**config.mk**
```make
export PLATFORM = sky130hd
export DESIGN_NAME = stage_responder_flat
export DESIGN_NICKNAME = d
export VERILOG_FILES = /design/src/rtl/stage_responder_pkg.sv /design/src/rtl/stage_responder_if.sv /design/src/rtl/stage_responder_mul.sv /design/src/rtl/stage_responder.sv /design/src/flat_wrapper.sv
export SDC_FILE = /design/constraint.sdc
export NUM_CORES = 1
export LEC_CHECK = 0
export BUFFER_PORTS_ARGS = -buffer_cell sky130_fd_sc_hd__buf_2
export CAP_MARGIN = 25
export CORE_MARGIN = 1
export CORE_UTILIZATION = 58
export DETAILED_ROUTE_END_ITERATION = 10
export GPL_TIMING_DRIVEN = 0
export PLACE_DENSITY = 0.9
export SLEW_MARGIN = 0
export SYNTH_ARGS = -nofsm -noshare
export SYNTH_HDL_FRONTEND = slang
export SYNTH_SLANG_ARGS = --single-unit
```
**constraint.sdc**
```tcl
create_clock -name clk -period 2.8 [get_ports clk]
set_clock_uncertainty 0.1 [all_clocks]
set_input_delay 0.7 -clock clk [delete_from_list [all_inputs] [get_ports clk]]
set_output_delay 0.7 -clock clk [all_outputs]
set_load 0.03 [all_outputs]
```
**src/rtl/stage_responder_pkg.sv**
```systemverilog
// stage_responder_pkg: shared state type, default width and counter sizing for stage_responder.
package stage_responder_pkg;

    typedef enum logic [1:0] {IDLE, RUN, DONE} state_e;

    localparam int DATA_W_DEF = 8;

    function automatic int cnt_w(input int w);
        return $clog2(w + 1);
    endfunction

endpackage

```
**src/rtl/stage_responder_if.sv**
```systemverilog
// stage_responder_if: start/done handshake bundle between a stage sequencer and its responder.
interface stage_responder_if
    import stage_responder_pkg::*;
#(
    parameter int DATA_W = DATA_W_DEF
);
    logic                  start;
    logic [DATA_W-1:0]     op_a;
    logic [DATA_W-1:0]     op_b;
    logic                  done;
    logic [2*DATA_W-1:0]   result;
    logic                  busy;
    logic                  overrun;

    modport master (output start, op_a, op_b, input done, result, busy, overrun);
    modport slave  (input start, op_a, op_b, output done, result, busy, overrun);
endinterface

```
**src/rtl/stage_responder_mul.sv**
```systemverilog
// stage_responder_mul: iterative shift-add multiplier datapath, one multiplier bit per step.
module stage_responder_mul
    import stage_responder_pkg::*;
#(
    parameter int DATA_W = DATA_W_DEF
) (
    input  logic                clk,
    input  logic                reset,
    input  logic                load_i,
    input  logic                step_i,
    input  logic [DATA_W-1:0]   a_i,
    input  logic [DATA_W-1:0]   b_i,
    output logic                last_o,
    output logic [2*DATA_W-1:0] acc_o
);
    localparam int CW = cnt_w(DATA_W);

    logic [2*DATA_W-1:0] mcand_q, mcand_d, acc_q, acc_d, sum;
    logic [DATA_W-1:0]   mplr_q, mplr_d;
    logic [CW-1:0]       cnt_q, cnt_d;

    // acc_o already includes the current step so the final add lands in result on the last cycle
    always_comb begin
        sum     = acc_q + (mplr_q[0] ? mcand_q : '0);
        mcand_d = load_i ? {{DATA_W{1'b0}}, a_i} : step_i ? mcand_q << 1 : mcand_q;
        mplr_d  = load_i ? b_i : step_i ? mplr_q >> 1 : mplr_q;
        acc_d   = load_i ? '0 : step_i ? sum : acc_q;
        cnt_d   = load_i ? CW'(DATA_W) : step_i ? cnt_q - CW'(1) : cnt_q;
        last_o  = cnt_q == CW'(1);
        acc_o   = sum;
    end

    always_ff @(posedge clk or posedge reset) begin
        if (reset) begin
            mcand_q <= '0;
            mplr_q  <= '0;
            acc_q   <= '0;
            cnt_q   <= '0;
        end else begin
            mcand_q <= mcand_d;
            mplr_q  <= mplr_d;
            acc_q   <= acc_d;
            cnt_q   <= cnt_d;
        end
    end
endmodule

```
**src/rtl/stage_responder.sv**
```systemverilog
// stage_responder: start/done worker computing an unsigned product; FSM, pending slot, output registers.
// Define STAGE_RESPONDER_PEND_EN to add a one-deep pending slot for starts that arrive while busy.
module stage_responder
    import stage_responder_pkg::*;
#(
    parameter int DATA_W = DATA_W_DEF
) (
    input  logic               clk,
    input  logic               reset,
    stage_responder_if.slave   bus
);
    state_e                state_q, state_d;
    logic                  load, step, last, launch, start_busy, pend_next;
    logic                  done_q, busy_q, busy_d, ovr_q, ovr_d;
    logic [DATA_W-1:0]     ld_a, ld_b;
    logic [2*DATA_W-1:0]   acc, result_q, result_d;

`ifdef STAGE_RESPONDER_PEND_EN
    logic              pend_v_q, pend_v_d, accept;
    logic [DATA_W-1:0] pend_a_q, pend_b_q;

    // the slot frees up in the cycle it is launched, so a start then refills it
    assign launch     = state_q == DONE && pend_v_q;
    assign start_busy = bus.start && (state_q == RUN || launch);
    assign accept     = start_busy && (!pend_v_q || launch);
    assign ovr_d      = start_busy && !accept;
    assign pend_v_d   = accept || (pend_v_q && !launch);
    assign pend_next  = pend_v_d;
    assign ld_a       = launch ? pend_a_q : bus.op_a;
    assign ld_b       = launch ? pend_b_q : bus.op_b;

    always_ff @(posedge clk or posedge reset) begin
        if (reset) begin
            pend_v_q <= 1'b0;
            pend_a_q <= '0;
            pend_b_q <= '0;
        end else begin
            pend_v_q <= pend_v_d;
            if (accept) begin
                pend_a_q <= bus.op_a;
                pend_b_q <= bus.op_b;
            end
        end
    end
`else
    assign launch     = 1'b0;
    assign start_busy = bus.start && state_q == RUN;
    assign ovr_d      = start_busy;
    assign pend_next  = 1'b0;
    assign ld_a       = bus.op_a;
    assign ld_b       = bus.op_b;
`endif

    always_comb begin
        state_d  = state_q;
        load     = 1'b0;
        step     = 1'b0;
        result_d = result_q;
        case (state_q)
            IDLE: begin
                load    = bus.start;
                state_d = bus.start ? RUN : IDLE;
            end
            RUN: begin
                step     = 1'b1;
                result_d = last ? acc : result_q;
                state_d  = last ? DONE : RUN;
            end
            DONE: begin
                load    = launch || bus.start;
                state_d = load ? RUN : IDLE;
            end
            default: state_d = IDLE;
        endcase
    end

    assign busy_d = state_d == RUN || (state_d == DONE && pend_next);

    always_ff @(posedge clk or posedge reset) begin
        if (reset) begin
            state_q  <= IDLE;
            done_q   <= 1'b0;
            busy_q   <= 1'b0;
            ovr_q    <= 1'b0;
            result_q <= '0;
        end else begin
            state_q  <= state_d;
            done_q   <= state_d == DONE;
            busy_q   <= busy_d;
            ovr_q    <= ovr_d;
            result_q <= result_d;
        end
    end

    stage_responder_mul #(.DATA_W(DATA_W)) u_mul (
        .clk    (clk),
        .reset  (reset),
        .load_i (load),
        .step_i (step),
        .a_i    (ld_a),
        .b_i    (ld_b),
        .last_o (last),
        .acc_o  (acc)
    );

    assign bus.done    = done_q;
    assign bus.busy    = busy_q;
    assign bus.overrun = ovr_q;
    assign bus.result  = result_q;
endmodule

```
**src/flat_wrapper.sv**
```systemverilog
// flat-port wrapper written by rule: the top's interface ports become plain ports
module stage_responder_flat import stage_responder_pkg::*;
#(
    parameter int DATA_W = DATA_W_DEF
)
  (clk, reset, bus_start, bus_op_a, bus_op_b, bus_done, bus_result, bus_busy, bus_overrun);
  stage_responder_if #(.DATA_W(DATA_W)) bus_i ();
  input  logic clk;
  input  logic reset;
  input wire logic [$bits(bus_i.start)-1:0] bus_start;
  input wire logic [$bits(bus_i.op_a)-1:0] bus_op_a;
  input wire logic [$bits(bus_i.op_b)-1:0] bus_op_b;
  output wire logic [$bits(bus_i.done)-1:0] bus_done;
  output wire logic [$bits(bus_i.result)-1:0] bus_result;
  output wire logic [$bits(bus_i.busy)-1:0] bus_busy;
  output wire logic [$bits(bus_i.overrun)-1:0] bus_overrun;
  assign bus_i.start = bus_start;
  assign bus_i.op_a = bus_op_a;
  assign bus_i.op_b = bus_op_b;
  assign bus_done = bus_i.done;
  assign bus_result = bus_i.result;
  assign bus_busy = bus_i.busy;
  assign bus_overrun = bus_i.overrun;
  stage_responder #(.DATA_W(DATA_W)) u_core (.clk(clk), .reset(reset), .bus(bus_i));
endmodule
```
### Word level (Yosys, flattened, before mapping)

Cells that the tools add are included.

| storage, ports and cells | value |
|---|---|
| bits in registers | 65 |
| word-level logic and storage cells | 35 |

| cells by class | value |
|---|---|
| add/subtract/negate cells | 2 |
| reduce and logical (&&, ||, !) cells | 5 |
| mux-type cells | 14 |
| eq/ne operators | 5 |

Operators by type and width:

| operator | count |
|---|---|
| $mux 16 | 5 |
| $add 16x16->16 | 1 |
| $mux 8 | 2 |
| $mux 4 | 2 |
| $eq 2x1->1 const B | 2 |
| $eq 2x2->1 const B | 2 |
| $eq 4x1->1 const B | 1 |
| $pmux 2 s2 | 1 |
| $sub 4x1->4 const B | 1 |
| $mux 1 | 3 |
| $logic_not 2->1 | 1 |
| $mux 2 | 1 |
| $reduce_and 2->1 | 1 |
| $reduce_bool 2->1 | 1 |
| $reduce_or 2->1 | 1 |
| $logic_and 1x1->1 | 1 |

### Longest topological paths before layout

| depth | value |
|---|---|
| depth in word-level cells | 4 |
| depth in mapped cells | 10 |
| depth with buffers taken out | 9 |

### Cells and area by module

From an unflattened synthesis, not the netlist that was laid out.

| unflattened totals | value |
|---|---|
| cells, all modules | 364 |
| area total of the unflattened synthesis | 3738.6 sq um |

Modules (own cells, without submodules):

| module | area an instance (sq um) | instances | cells each | sequential area each (sq um) |
|---|---|---|---|---|
| stage_responder_mul | 2925.3 | 1 | 315 | 1101.1 |
| stage_responder | 813.3 | 1 | 49 | 525.5 |

### Worst setup path before layout

Ideal clock, no wire load.

| timing | value |
|---|---|
| path kind | register to register |
| start point | register u_core.u_mul.mplr_q[0] |
| end point | register u_core.result_q[12] (netlist: u_core.bus.result[12]) |
| path slack | 0.409 ns |
| arrival | 2.166 ns |
| setup time | 0.125 ns |
| clock period less this slack | 2.391 ns |
| buffers on the path | 1 |
| cell stages (with the launch flop) | 10 |
| cell sequence | dfrtp_1 > clkbuf_1 > and2_1 > ha_1 > a21o_1 > o21bai_1 > or3_1 > o22ai_1 > xnor2_1 > mux2_4 |

| between the ends | value |
|---|---|
| cells in the longest elaborated chain, start to end | 2 |

Ends and longest elaborated chain:

| element | RTL line | source |
|---|---|---|
| start: declaration | stage_responder_mul.sv:19 | `logic [DATA_W-1:0] mplr_q, mplr_d;` |
| start signal: assignment | stage_responder_mul.sv:41 | `mplr_q <= mplr_d;` |
| $mux 16 | stage_responder_mul.sv:24 | `sum = acc_q + (mplr_q[0] ? mcand_q : '0);` |
| $add 16x16->16 | stage_responder_mul.sv:24 |  |
| end signal: assignment | stage_responder.sv:91 | `result_q <= result_d;` |
| end: declaration | stage_responder.sv:16 | `logic [2*DATA_W-1:0] acc, result_q, result_d;` |

Every way passes these cells.
A chain may end at the register's enable or synchronous reset.

### Final worst setup path

Ends and elaborated chain as after synthesis.

==> impl_metrics.tcl <==
set metrics [dict create \
    status "completed" \
    synth-edff-count 0 \
    dr_wl_met2_mm 3.48 \
    setup_tns_ns 0 \
    hold_buffers 0 \
    cp_max_fo 10 \
    wl_per_cell_um 16.1 \
    ir_drop_mv 0.823 \
    cp.arrival_ns 2.82 \
    ctsHtreeMaxLevel 3 \
    num_rows 26 \
    criticalPathCategory "reg2reg" \
    hp-class "in2async" \
    most-common-layout-cells "dfrtp_1, nand2_1, buf_2, a22o_1, o21ai_0" \
    yosysSeqAreaShare 0.497 \
    yosysTopAreaCell "dfrtp_1" \
    crit_chain "clkbuf_2 > and2_1 > ha_1 > a21o_1 > o21bai_1 > or3_1 > o22ai_1 > xnor2_1 > mux2_4" \
    gr-total-overflow 0 \
    top_layer_used "met4" \
    critical-path-slowest-cell "dfrtp_2" \
    coreArea_um2 5270 \
    drtAntennaViolNets 0 \
    worst-path-stages 9 \
    yosys_warnings 0 \
    port_buffers 37 \
    crit_buf_inv 1 \
    regToRegEndpoint "u_core.bus.result[12]$_DFFE_PP0P_" \
    max_stage_delay_ns 0.46 \
    routed_wl_mm 7.09 \
    crit_start "u_core.u_mul.mplr_q[0]$_DFFE_PP0P_" \
    die_h_um 77.1 \
    cp_top_family "compound AO/OA/AOI/OAI gates" \
    cts_made_buffers 9 \
    fp.dieArea_um2 5950 \
    fp.dieW_um 77.1 \
    hold_viol_final 0 \
    first_pass_iters 5 \
    grt_pass1_wl_mm 12.0 \
    synth_cell_types 43 \
    yosysTopAreaCellShare 0.497 \
    cp_data_required_time_ns 2.94 \
    syn_nets 354 \
    tightest_slew_ns 0.826 \
    syn2layout_area_growth_pct 15.5 \
    synthCells 317 \
    final_layout_size_suffix_gt1_frac 0.205 \
    grt_max_degree 46 \
    wl_met1_mm 3.12 \
    synth-seq-cells 65 \
    antennaDiodeCount 0 \
    dp_hpwl_mm 5.12 \
    worstSetupStartpointType "flip-flop" \
    cts_tree "built" \
    clock_sinks 65 \
    rsz0062_at_grt "false" \
    fin_crit_ns 2.68 \
    antenna_found_initial 0 \
    rrSetupSlack_ns 0.12 \
    drt_iter0_drc 128 \
    root_buffer "clkbuf_8" \
    relSlewSlack 0.448 \
    fmax_ghz 0.373 \
    path_clk_slew_ns 0.07 \
    worstSetupEndpointType "flip-flop" \
    io_pins 38 \
    cap_violations 0 \
    vias 2540 \
    fin_util 0.717 \
    setup_viol 0 \
    wl_met3_um 349 \
    synthTopCellsByArea "dfrtp_1, ha_1, nand2_1, a22o_1, and2_1" \
    reg2reg_from "u_core.u_mul.mplr_q[0]$_DFFE_PP0P_" \
    clk_path_buf_depth 2 \
    min_period_over_period 0.958 \
    p_leak_nw 1.87 \
    start_util 0.621 \
    power-per-cell-area_nw_per_um2 1250 \
    nets 403 \
    insertion_delay_ns 0.35 \
    viasPerCell 5.76 \
    routabilityCongestion 0.884 \
    route.detailed.drc 0 \
    syn_area_per_cell_um2 10.3 \
    async_flop_share 1.00 \
    grt_use_total 0.265 \
    first_global_vias 2568 \
    synthFlopType "dfrtp_1" \
    synth.cell_area_um2 3270 \
    rr_worst_depth 9 \
    final_common_cell "dfrtp_1" \
    drv_slew 0 \
]
==> layout make-up <==
| type | count | area (µm²) |
|---|---|---|
| Buffer | 14 | 60.1 |
| Clock buffer | 12 | 145 |
| Clock inverter | 4 | 52.6 |
| Fill cell | 390 | 1490 |
| Inverter | 5 | 18.8 |
| Multi-Input combinational cell | 233 | 1580 |
| Sequential cell | 65 | 1630 |
| Tap cell | 70 | 87.6 |
| Timing Repair Buffer | 38 | 205 |
==> what timing repair did <==
item | 4_1_cts | 5_1_grt
setup buffers | 0 | 0
pin swaps | 0 | 0
endpoints found under the setup margin | 2 | 12
gates resized for setup | 1 | 6
==> synth_stat cells (2+ instances only) <==
| library cell | n |
|---|---|
| ha_1 | 17 |
| a31oi_1 | 6 |
| a22oi_1 | 8 |
| nand4_1 | 3 |
| and2_1 | 17 |
| mux2_2 | 9 |
| o21bai_1 | 3 |
| inv_1 | 5 |
| a22o_1 | 21 |
| a21oi_1 | 10 |
| a21boi_0 | 2 |
| buf_1 | 2 |
| o21ai_0 | 20 |
| xnor2_1 | 11 |
| nand2_1 | 54 |
| a21o_1 | 5 |
| nand2b_1 | 5 |
| nor2_1 | 14 |
| nor2b_1 | 3 |
| dfrtp_1 | 65 |
| xor2_1 | 5 |
| o211ai_1 | 2 |
| buf_2 | 2 |
| clkbuf_1 | 9 |
==> through the flow <==
step	power [W]	std cells	cell area, µm²	hold slack, ns	setup slack, ns
5_1_grt	0.00503	441	3780	0.302	0.0239
6_report	0.00471	441	3780	0.265	0.118
4_1_cts	0.00470	441	3770	0.278	0.0336
3_5_place_dp	0.00388	425	3560	0.359	-0.0290
2_1_floorplan	0.00330	317	3270	0.346	0.374
3_3_place_gp	0.00378	424	3540	0.354	-0.323
==> state kept, by name, summed over array words and instances, names as in the netlist <==
signal,flops
u_core.bus.result,16
u_core.u_mul.acc_q,16
u_core.u_mul.mcand_q,16
u_core.u_mul.mplr_q,8
u_core.u_mul.cnt_q,4
u_core.state_q,2
u_core.bus.busy,1
u_core.bus.done,1
u_core.bus.overrun,1
==> worst reg2reg max path, cell delays in order (launching register included) <==
cell and delay, ns:
dfrtp_2 0.46, clkbuf_2 0.19, and2_1 0.17, ha_1 0.37, a21o_1 0.21, o21bai_1 0.17
or3_1 0.30, o22ai_1 0.21, xnor2_1 0.13, mux2_4 0.26
==> worst max-delay path by stage <==
stage / to / slack (ns)
after CTS: u_core.bus.result[12]$_DFFE_PP0P_ / 0.03
after detailed placement: u_core.bus.result[9]$_DFFE_PP0P_ / -0.03
after global routing: u_core.bus.result[12]$_DFFE_PP0P_ / 0.02
after global placement: u_core.u_mul.acc_q[1]$_DFFE_PP0P_ / -0.32
after floorplan: u_core.bus.busy$_DFF_PP0_ / 0.37
final: u_core.bus.result[12]$_DFFE_PP0P_ / 0.12
==> kinds of logic after synthesis <==
group	count (synthesis)	share of synthesized area
adder cells (fa/ha/maj)	18	0.0711
AO/OA/AOI/OAI	87	0.185
AND/OR/NAND/NOR	102	0.145
buffers and inverters	19	0.0237
multiplexers	10	0.0356
flip-flops	65	0.497
XOR/XNOR	16	0.0428
==> per-layer routing <==
layer  up-vias  global-route usage
met5         -                   0
met3        13              0.0762
met2        65               0.434
li1       1231                   -
met1      1231               0.335
met4         0              0.0906
==> power breakdown <==
group | leakage (nW) | switching [W] | internal, W
Clock | 0.0888 | 0.000361 | 0.000436
Sequential | 0.821 | 0.000271 | 0.00136
Combinational | 0.960 | 0.00137 | 0.000914
Total | 1.87 | 0.00200 | 0.00271
Power figures use the tool's default switching activity.
